--- src/rtl/blink_sequencer_pkg.sv ---
// Shared definitions for the LED blink sequencer: FSM state encoding,
// default divider width and the half-period helper.
// Ports: none (package).
package blink_sequencer_pkg;

  localparam int unsigned DIV_W_DEFAULT = 26;

  typedef enum logic [1:0] {
    ST_IDLE = 2'd0,
    ST_ON   = 2'd1,
    ST_OFF  = 2'd2,
    ST_FIN  = 2'd3
  } state_e;

  // Half-period for a rate select: base divided by 2**sel, never below one cycle.
  function automatic int unsigned half_period(input int unsigned tick_div,
                                              input logic [1:0]  sel);
    int unsigned p;
    p = tick_div >> sel;
    if (p == 0) p = 1;
    return p;
  endfunction

endpackage

--- src/rtl/blink_sequencer_tick_divider.sv ---
// Programmable tick divider: counts 0..period-1, tick is high while the count
// sits at period-1, then wraps to 0. clr zeroes the count on the next edge.
// Ports: clk, rst (async, active-high), clr, period[DIV_W-1:0] -> tick.
module tick_divider
  import blink_sequencer_pkg::*;
#(
  parameter int unsigned DIV_W = DIV_W_DEFAULT
) (
  input  logic             clk,
  input  logic             rst,
  input  logic             clr,
  input  logic [DIV_W-1:0] period,
  output logic             tick
);

  logic [DIV_W-1:0] count_q;
  logic [DIV_W-1:0] count_d;

  assign tick = (count_q == period - DIV_W'(1));

  always_comb begin
    count_d = count_q + DIV_W'(1);
    if (clr || tick) count_d = '0;
  end

  always_ff @(posedge clk or posedge rst) begin
    if (rst) count_q <= '0;
    else     count_q <= count_d;
  end

endmodule

--- src/rtl/blink_sequencer.sv ---
// Blink sequencer: on an accepted start emits N blinks of P cycles on / P off,
// then pulses done for one cycle. Optional feature macro: SEQ_ABORT_EN (adds abort).
// Ports: clk, rst (async, active-high), start, blink_count[CNT_W-1:0],
//        period_sel[1:0], [abort] -> busy, done, led (all registered).
module blink_sequencer
  import blink_sequencer_pkg::*;
#(
  parameter int unsigned TICK_DIV = 50_000_000,
  parameter int unsigned DIV_W    = DIV_W_DEFAULT,
  parameter int unsigned CNT_W    = 4
) (
  input  logic             clk,
  input  logic             rst,
  input  logic             start,
  input  logic [CNT_W-1:0] blink_count,
  input  logic [1:0]       period_sel,
`ifdef SEQ_ABORT_EN
  input  logic             abort,
`endif
  output logic             busy,
  output logic             done,
  output logic             led
);

  state_e           state_q;
  logic [CNT_W-1:0] remain_q;
  logic [DIV_W-1:0] period_q;
  logic [DIV_W-1:0] period_d;
  logic             led_q;
  logic             busy_q;
  logic             done_q;
  logic             tick;
  logic             div_clr;

  assign period_d = DIV_W'(half_period(TICK_DIV, period_sel));

  // The divider only runs while a blink phase is active, so it always starts
  // a burst from zero and wraps on its own between ON and OFF.
`ifdef SEQ_ABORT_EN
  assign div_clr = (state_q == ST_IDLE) || (state_q == ST_FIN) || abort;
`else
  assign div_clr = (state_q == ST_IDLE) || (state_q == ST_FIN);
`endif

  tick_divider #(
    .DIV_W (DIV_W)
  ) u_div (
    .clk    (clk),
    .rst    (rst),
    .clr    (div_clr),
    .period (period_q),
    .tick   (tick)
  );

  always_ff @(posedge clk or posedge rst) begin
    if (rst) begin
      state_q  <= ST_IDLE;
      remain_q <= '0;
      period_q <= '0;
      led_q    <= 1'b0;
      busy_q   <= 1'b0;
      done_q   <= 1'b0;
    end else begin
      done_q <= 1'b0;
`ifdef SEQ_ABORT_EN
      // abort wins over start in IDLE and over a tick in ON/OFF; done is never issued.
      if (abort) begin
        state_q <= ST_IDLE;
        led_q   <= 1'b0;
        busy_q  <= 1'b0;
      end else
`endif
      begin
        unique case (state_q)
          ST_IDLE: begin
            if (start) begin
              remain_q <= blink_count;
              period_q <= period_d;
              if (blink_count != '0) begin
                state_q <= ST_ON;
                led_q   <= 1'b1;
                busy_q  <= 1'b1;
              end else begin
                state_q <= ST_FIN;
                done_q  <= 1'b1;
              end
            end
          end
          ST_ON: begin
            if (tick) begin
              state_q <= ST_OFF;
              led_q   <= 1'b0;
            end
          end
          ST_OFF: begin
            if (tick) begin
              remain_q <= remain_q - CNT_W'(1);
              if (remain_q == CNT_W'(1)) begin
                state_q <= ST_FIN;
                busy_q  <= 1'b0;
                done_q  <= 1'b1;
              end else begin
                state_q <= ST_ON;
                led_q   <= 1'b1;
              end
            end
          end
          ST_FIN: begin
            state_q <= ST_IDLE;
          end
        endcase
      end
    end
  end

  assign led  = led_q;
  assign busy = busy_q;
  assign done = done_q;

endmodule

--- config.mk ---
export PLATFORM = sky130hd
export DESIGN_NAME = blink_sequencer
export DESIGN_NICKNAME = d
export VERILOG_FILES = /design/src/rtl/blink_sequencer_pkg.sv /design/src/rtl/blink_sequencer_tick_divider.sv /design/src/rtl/blink_sequencer.sv
export SDC_FILE = /design/constraint.sdc
export NUM_CORES = 1
export LEC_CHECK = 0
export BUFFER_PORTS_ARGS = -buffer_cell sky130_fd_sc_hd__buf_2
export CORE_ASPECT_RATIO = 0.8
export CORE_UTILIZATION = 35
export CTS_CLUSTER_SIZE = 14
export DETAILED_ROUTE_END_ITERATION = 6
export PLACE_DENSITY = 0.59
export RECOVER_POWER = 100
export SETUP_SLACK_MARGIN = 0.2
export SYNTH_ARGS = -nofsm -noshare
export SYNTH_HDL_FRONTEND = slang
export SYNTH_HIERARCHICAL = 1
export SYNTH_SLANG_ARGS = --single-unit
--- constraint.sdc ---
create_clock -name clk -period 3.5 [get_ports clk]
set_clock_uncertainty 0.15 [all_clocks]
set_input_delay 0.525 -clock clk [delete_from_list [all_inputs] [get_ports clk]]
set_output_delay 0.525 -clock clk [all_outputs]
set_load 0.05 [all_outputs]
# --- After elaboration in Yosys (flattened, before gate mapping) ---
# Cells that the tools add are included.
# Widths: inputs -> output; s select.
classes:
  n_addsub: 3
  n_mul: 0
  div: 0
  n_lt_le_gt_ge: 0
  n_eq_ne: 11
  shifts: 1
  mux: 25
  n_bitwise: 0
  n_reduce_logical: 12
op_table:
  columns: ["op", "count"]
  rows:
  - ["$mux 26", 2]
  - ["$logic_not 32->1", 1]
  - ["$shr 26x2->32 const A", 1]
  - ["$add 26x1->26 const B", 1]
  - ["$eq 26x26->1", 1]
  - ["$sub 26x1->26 const B", 1]
  - ["$mux 1", 11]
  - ["$mux 2", 5]
  - ["$mux 4", 2]
  - ["$pmux 2 s4", 1]
  - ["$pmux 4 s2", 1]
  - ["$ne 2x1->1 const B", 3]
  - ["$ne 2x2->1 const B", 3]
  - ["$reduce_and 3->1", 2]
  - ["$reduce_and 6->1", 1]
  - ["$reduce_and 5->1", 1]
  - ["$eq 2x2->1 const B", 2]
  - ["$eq 4x1->1 const B", 1]
  - ["$pmux 1 s2", 2]
  - ["$reduce_bool 4->1", 1]
  - ["$sub 4x1->4 const B", 1]
  - ["$pmux 1 s3", 1]
  - ["$reduce_bool 3->1", 1]
  - ["$eq 2x1->1 const B", 1]
  - ["other kinds (4)", 5]
totals:
  regBits: 61
  latchBits: 0
  ram_bits: 0
  romBits: 0
  input_bits: 9
  mem_count: 0

# --- Logic depth before layout (Yosys ltp) ---
# Gate-level depths: netlist (run 1).
depth:
  ltp_word: 4
  ltp_mapped: 14
  mapped_depth_nobuf: 12

# --- Hierarchy ---
# The synthesis (run 1) kept the hierarchy.
modules_own_cells:
  columns: ["module", "n_inst", "cells_each", "area_per_inst_um2"]
  rows:
  - ["tick_divider", 1, 257, 2298.5]
  - ["blink_sequencer", 1, 106, 1064.8]

# --- Least setup slack after synthesis (run 1) ---
# No wires, ideal clock.
synth_path:
  path_kind: "register -> register"
  start: "reg period_q[9]"
  end: "reg led_q, in the netlist led"
  setup_ns: 0.079
  arrival_time_ns: 3.276
  required_time_ns: 3.271
  slack_ns: -0.005
  path_stages_with_launch: 12
  cell_sequence: "dfrtp_1 or4_4 buf_6 nor4_1 a31oi_1 a211o_1 nor4_4 buf_6 and2_1 o21ai_1 nor4b_4 mux2i_1"
synth_between:
  elab_chain_cells: 4
  word_cells_on_any_way: 5
  cone_classes: "add/sub: 1; eq/ne: 3; reduce/logical: 1"
synth_lines:
  columns: ["item", "line_no", "rtl"]
  rows:
  - ["start: declaration", "blink_sequencer.sv:27", "logic [DIV_W-1:0] period_q;"]
  - ["start signal: assignment", "blink_sequencer.sv:78", "period_q <= period_d;"]
  - ["$sub 26x1->26 *", "blink_sequencer_tick_divider.sv:19", "assign tick = (count_q == period - DIV_W'(1));"]
  - ["$eq 26x26->1 *", "blink_sequencer_tick_divider.sv:19", null]
  - ["via tick", "blink_sequencer.sv:32", "logic tick;"]
  - ["$ne 2x1->1 (no line)", null, null]
  - ["$reduce_and 6->1 (no line) *", null, null]
  - ["end signal: assignment", "blink_sequencer.sv:60", "led_q <= 1'b0;"]
  - ["end signal: assignment", "blink_sequencer.sv:81", "led_q <= 1'b1;"]
  - ["end signal: assignment", "blink_sequencer.sv:92", "led_q <= 1'b0;"]
  - ["end: declaration", "blink_sequencer.sv:29", "logic led_q;"]
# The timed path passes the listed nets; every way through them passes the cells marked *.
# A chain may end at the register's enable or synchronous reset.

# --- Worst setup path after layout (run 1) ---
layout_path:
  start: "reg period_q[20]"
  end: "reg led_q, in the netlist led"
# The elaborated chain is that of the path after synthesis.

==> flow_metrics.env, run 1 <==
export IMPL_worstMarginPinSlew_ns=0.996
export IMPL_worst_slew_margin_rel_pct=33.6
export IMPL_ys_flop_type="dfrtp_1"
export IMPL_placement_io_buffers=11
export IMPL_ys_types=57
export IMPL_num_nets_final=413
export IMPL_post_synth_instance_area_um2=3360
export IMPL_cts_sinks=47
export IMPL_fin_tns_setup_ns=0
export IMPL_ff2ff_path_depth=9
export IMPL_critical_path_cell_chain="or4_1 > nor3_4 > and3b_1 > mux2_4 > nor4_4 > and2_4 > o21ai_1 > nor4b_4 > mux2i_1"
export IMPL_die_area_um2=10000
export IMPL_die_height_um=89.7
export IMPL_power_frac_seq_pct=36.1
export IMPL_hold_viol_final=0
export IMPL_global_route_overflow_total=0
export IMPL_cts_tree="done"
export IMPL_clkTransAtPathRegs_ns=0.07
export IMPL_wirelength_mm=7.71
export IMPL_final_core_util_pct=41.6
export IMPL_drt_initial_drc_count=167
export IMPL_period_needed_ns=3.25
export IMPL_path_class="flip-flop to flip-flop"
export IMPL_syn2layout_area_growth_pct=13.8
export IMPL_clock_latency_ns=0.29
export IMPL_max_vdd_ir_drop_uv=184
export IMPL_run_status="finished with violations"
export IMPL_finalCritPeriodShare_pct=92.9
export IMPL_fin_ws_ns=0.247
export IMPL_effective_utilization_at_floorplan_pct=36.6
export IMPL_fin_hold_ws_ns=0.243
export IMPL_synth_top_cells_by_area="dfrtp_1 (35%), xnor2_1 (9.4%), a211oi_1 (5.4%)"
export IMPL_failing_checks="design-rule violations"
export IMPL_required_ns=3.56
export IMPL_netSwitchingFraction_pct=40.3
export IMPL_drcViolationCount=2
export IMPL_synth_seq_cells=47
export IMPL_ys_warn_count=6
export IMPL_gp_routability_congestion=0.849
export IMPL_cellInternalPower_uw=1370
export IMPL_clock_power_share_pct=24.1
export IMPL_top_level_ports=12
export IMPL_fmax_ghz=0.307
export IMPL_timing_critical_path_from_type="flip-flop"
export IMPL_power_frac_comb_pct=39.7
export IMPL_viasPerCell=5.29
export IMPL_post_synth_inst_count=363
export IMPL_grt_max_degree=27
export IMPL_grt_pass1_vias=2559
export IMPL_synth_seq_area_share_pct=35.0
export IMPL_synth_async_sr_flop_share_pct=100
export IMPL_number_of_antenna_violating_nets_in_the_routed_design=0
export IMPL_htree_num_levels=2
export IMPL_antenna_diode_instance_count=0
export IMPL_worstPathArrival_ns=3.31
export IMPL_placeableCoreArea_um2=9190
export IMPL_worstSetupEndpointType="flip-flop"
export IMPL_multi_input_comb_area_um2=2170
export IMPL_setup_viol=0
export IMPL_share_of_final_layout_standard_cells_stronger_than_drive_strength_1_pct=10.9
export IMPL_place_worst_setup_slack_ns=0.380
export IMPL_drtPass1Iterations=6
export IMPL_clk_path_buf_depth=2
export IMPL_number_of_synthesized_flops_with_an_enable_pin=0
export IMPL_routed_via_count=2702
export IMPL_drv_max_cap_violation_count=0
export IMPL_grt_antenna_before_repair=0
export IMPL_report_final_slew_viol_count=0
export IMPL_critical_path_max_fanout=21
export IMPL_grt_setup_unrepaired="no"
export IMPL_total_leakage_power_uw=0.00151
export IMPL_cpMaxStageDelayCell="or4_1"
export IMPL_tritoncts_num_buffers=5
export IMPL_switchingPower_uw=924
export IMPL_yosys_area_top_type="dfrtp_1"
export IMPL_worst_hold_path_type="input pin to async pin"
export IMPL_power_per_cell_area_nw_per_um2=598
export IMPL_avgRoutedWirePerCell_um=15.1
export IMPL_fillers=901
export IMPL_seq_area_um2=1180
export IMPL_master_cell_of_the_clock_root_buffer="clkbuf_16"
export IMPL_syn_avg_cell_area_um2=9.27
export IMPL_global_route_usage_total_pct=16.5
export IMPL_hpwl_mm=5.53
export IMPL_grt_pass1_wl_mm=13.0
export IMPL_fp_dieW_um=112
export IMPL_rows=31
export IMPL_post_synth_top_area_fraction_pct=35.0
export IMPL_critPathMaxStageDelay_ns=0.61
## synth_stat cells, types with 5 or more instances
cell      instances
a211oi_1         24
a21oi_1          13
and3_1            5
and4_1            6
clkbuf_1          6
dfrtp_1          47
ha_1              9
inv_1            15
nand2_1          23
nand2b_1         15
nand3_1          19
nor2_1           18
nor3_1           14
nor4_1            5
o21ai_0          11
or3_1             5
or4_1             7
xnor2_1          36
xor2_1           19
## registers in the layout, indices dropped and copies added, names as in the netlist
register       cells
state_q            2
done               1
u_div/count_q     26
busy               1
led                1
remain_q           4
period_q          12
## worst max-delay path, delay by kind of cell (launching register included)
kind / cells / cell delay [ns]
compound gates: 1 / 0.16
flops: 1 / 0.57
mux: 2 / 0.51
simple gates: 6 / 1.79
## logic make-up after synthesis
group	count (synthesis)	synth area share (%)
other	1	0.112
AOI/OAI and AO/OA	74	15.0
DFF	47	35.0
muxes	4	1.26
adders and majority gates	9	3.35
buffers and inverters	30	4.46
and+or+nand+nor	143	26.6
xor gates and xnor gates	55	14.3
## power groups by stage
stage / Sequential [uW] / Combinational [uW] / Clock, uW
after floorplan: 814 / 733 / 0
after global placement: 829 / 877 / 0
after detailed placement: 832 / 882 / 0
after CTS: 823 / 890 / 567
after global routing: 849 / 1030 / 595
final: 828 / 910 / 552
## metrics by stage
step                power, uW  instance area (um^2)  cells
global route             2470                  3830    511
CTS                      2280                  3800    508
detailed placement       1710                  3630    500
floorplan                1550                  3490    384
finish                   2290                  3830    511
global placement         1710                  3630    500
## final timing paths
| kind | to | start | slack (ns) |
|---|---|---|---|
| min in group clk | period_q[17] | period_sel[0] | 0.37 |
| max reg2reg | led | period_q[20] | 0.25 |
| max in group asynchronous | u_div/count_q[10] | rst | 2.27 |
| min reg2reg | led | led | 0.37 |
| min | state_q[0] | rst | 0.24 |
| max | led | period_q[20] | 0.25 |
## final cells by class
| class | count | area share [%] |
|---|---|---|
| Multi-Input combinational cell | 308 | 56.7 |
| Sequential cell | 47 | 30.9 |
| Tap cell | 115 | 3.76 |
| Clock buffer | 5 | 3.27 |
| Timing Repair Buffer | 18 | 2.65 |
| Inverter | 15 | 1.47 |
| Clock inverter | 3 | 1.24 |
## cells in the final DEF, fill, tap and decap left out, drive strengths merged, types with 12 or more instances in the layout
cell	instances
nand3	19
nand2b	15
o21ai	12
a211oi	24
nor3	15
nand2	23
conb	22
inv	16
xnor2	36
a21oi	13
buf	14
nor2	18
dfrtp	47
xor2	19
## per-layer routing
metal / routed length [um] / GRT usage, %
met3: 331 / 2.75
met2: 3320 / 25.0
met1: 4000 / 24.3
met5: 0 / 0
met4: 61 / 4.30
## repair_timing
| action | 4_1_cts | 5_1_grt |
|---|---|---|
| endpoints found under the setup margin | 0 | 3 |
| hold buffers | 0 | 0 |
| gates resized for setup | 0 | 4 |
| buffers inserted | 0 | 2 |
(Power assumes the default switching activity.)
==> run 2: changes to the inputs <==
--- a/config.mk
+++ b/config.mk
@@ -7,10 +7,11 @@
 export LEC_CHECK = 0
 export BUFFER_PORTS_ARGS = -buffer_cell sky130_fd_sc_hd__buf_2
 export CORE_ASPECT_RATIO = 0.8
-export CORE_UTILIZATION = 35
+export CORE_MARGIN = 4
+export CORE_UTILIZATION = 25
 export CTS_CLUSTER_SIZE = 14
 export DETAILED_ROUTE_END_ITERATION = 6
-export PLACE_DENSITY = 0.59
+export PLACE_DENSITY = 0.47
 export RECOVER_POWER = 100
 export SETUP_SLACK_MARGIN = 0.2
 export SYNTH_ARGS = -nofsm -noshare
==> flow_metrics.env, run 2 (synthesized netlist as in run 1, its figures left out) <==
export IMPL_finalCritPeriodShare_pct=90.9
export IMPL_htree_num_levels=2
export IMPL_report_final_slew_viol_count=0
export IMPL_worst_hold_path_type="input pin to async pin"
export IMPL_largest_register_ffs=26
export IMPL_worstMarginPinSlew_ns=1.06
export IMPL_routed_via_count=2705
export IMPL_gp_routability_congestion=0.863
export IMPL_viasPerCell=4.74
export IMPL_grt_pass1_vias=2669
export IMPL_global_route_overflow_total=0
export IMPL_hpwl_mm=5.86
export IMPL_wirelength_mm=8.16
export IMPL_ff2ff_path_depth=7
export IMPL_placeableCoreArea_um2=13000
export IMPL_power_per_cell_area_nw_per_um2=578
export IMPL_reg2reg_setup_slack_ns=0.32
export IMPL_timing_critical_path_from_type="flip-flop"
export IMPL_biggest_register="u_div/count_q"
export IMPL_effective_utilization_at_floorplan_pct=25.9
export IMPL_multi_input_comb_area_um2=2180
export IMPL_num_nets_final=413
export IMPL_rows=37
export IMPL_global_route_usage_total_pct=11.1
export IMPL_run_status="completed"
export IMPL_postCtsSetupBuffers=0
export IMPL_drv_max_cap_violation_count=0
export IMPL_grt_max_degree=27
export IMPL_clock_latency_ns=0.29
export IMPL_count_of_placed_standard_cells_in_the_final_layout_fillers_left_out=571
export IMPL_worstSetupEndpointType="flip-flop"
export IMPL_antenna_diode_instance_count=0
export IMPL_mostFrequentLayoutCells="dfrtp_1 (44), xnor2_1 (36), a211oi_1 (24), nand2_1 (23), conb_1 (22)"
export IMPL_layout_cells_most_common="dfrtp_1"
export IMPL_setup_viol=0
export IMPL_required_ns=3.48
export IMPL_fillers=1333
export IMPL_dpl_cell_area_um2=3720
export IMPL_final_cell_area_um2=3890
export IMPL_path_class="flip-flop to flip-flop"
export IMPL_master_cell_of_the_clock_root_buffer="clkbuf_16"
export IMPL_avgRoutedWirePerCell_um=14.3
export IMPL_cpMaxStageDelayCell="or4_1"
export IMPL_critPathMaxStageDelay_ns=0.64
export IMPL_worst_slew_margin_rel_pct=29.6
export IMPL_final_core_util_pct=29.9
export IMPL_clkTransAtPathRegs_ns=0.07
export IMPL_fmax_ghz=0.314
export IMPL_grt_pass1_wl_mm=13.9
export IMPL_number_of_antenna_violating_nets_in_the_routed_design=0
export IMPL_die_area_um2=15400
export IMPL_max_vdd_ir_drop_uv=208
export IMPL_drcViolationCount=0
export IMPL_placement_io_buffers=11
export IMPL_critPathTopFamily="simple AND/OR/NAND/NOR gates"
export IMPL_hold_viol_final=0
export IMPL_critical_path_max_fanout=26
export IMPL_crit_reg2reg_capture="u_div/count_q[0]"
export IMPL_cts_sinks=47
export IMPL_die_height_um=112
export IMPL_drt_initial_drc_count=204
export IMPL_grt_setup_unrepaired="no"
export IMPL_clk_path_buf_depth=2
export IMPL_worstPathArrival_ns=3.16
export IMPL_critical_path_cell_chain="or4_1 > nor3_4 > and3b_1 > mux2_4 > nor4_4 > clkbuf_2 > a211oi_1"
export IMPL_syn2layout_area_growth_pct=15.7
export IMPL_layout_top_registers="u_div/count_q x26, period_q x12, remain_q x4"
export IMPL_worst_r2r_startpoint="period_q[18]"
export IMPL_cts_tree="done"
export IMPL_tritoncts_num_buffers=5
export IMPL_fin_tns_setup_ns=0
export IMPL_fp_dieW_um=138
export IMPL_share_of_final_layout_standard_cells_stronger_than_drive_strength_1_pct=11.9
export IMPL_holdBufCountCts=0
export IMPL_dp_cells=562
export IMPL_period_needed_ns=3.18
export IMPL_drtPass1Iterations=4
export IMPL_cts_repair_resized=0
export IMPL_top_level_ports=12
export IMPL_timing_critical_path_buf_inv=1
export IMPL_total_leakage_power_uw=0.00150
export IMPL_seq_area_um2=1180
export IMPL_grt_antenna_before_repair=0
==> run 2: cell count changes in the layout (fill, tap and decap cells not counted), sizes merged <==
cell	before	now
clkinvlp	0	1
clkbuf	9	10
bufinv	1	0
inv	16	15
==> run 2: how the worst max path moves through the flow <==
stage / startpoint / to / cells after the start
after floorplan: period_q[9] / remain_q[0] / 13
after global placement: period_q[9] / busy / 10
after detailed placement: period_q[9] / led / 9
after CTS: period_q[9] / busy / 10
after global routing: period_q[18] / u_div/count_q[21] / 7
final: period_q[18] / u_div/count_q[0] / 7
==> run 2: power breakdown <==
group	switching (uW)	internal, uW
Clock	216	286
Combinational	554	367
Sequential	172	656
==> run 2: area by class of cell <==
cell class              instances  area share [%]
clock buffers                   6            3.57
clock inverters                 2           0.418
inverters                      15            1.45
multi-input cells             308            56.0
flip-flops and latches         47            30.3
well taps                     175            5.63
repair buffers                 18            2.60
==> run 2: per-stage QoR <==
| stage | power (uW) | setup WS (ns) | hold slack [ns] |
|---|---|---|---|
| floorplan | 1550 | 0.203 | 0.349 |
| global placement | 1740 | 0.385 | 0.354 |
| detailed placement | 1740 | 0.319 | 0.369 |
| CTS | 2250 | 0.292 | 0.288 |
| global route | 2430 | 0.115 | 0.326 |
| finish | 2250 | 0.320 | 0.236 |
==> run 2: layer usage <==
layer  GRT usage, %  vias up  routed length, um  share of wire (%)
met3           2.30        6                370                4.5
met5              0        -                  0                  0
li1               -     1360                  -                  -
met4           2.93        0                 91                1.1
met1           17.1     1302               4320                 53
met2           15.7       37               3380                 41
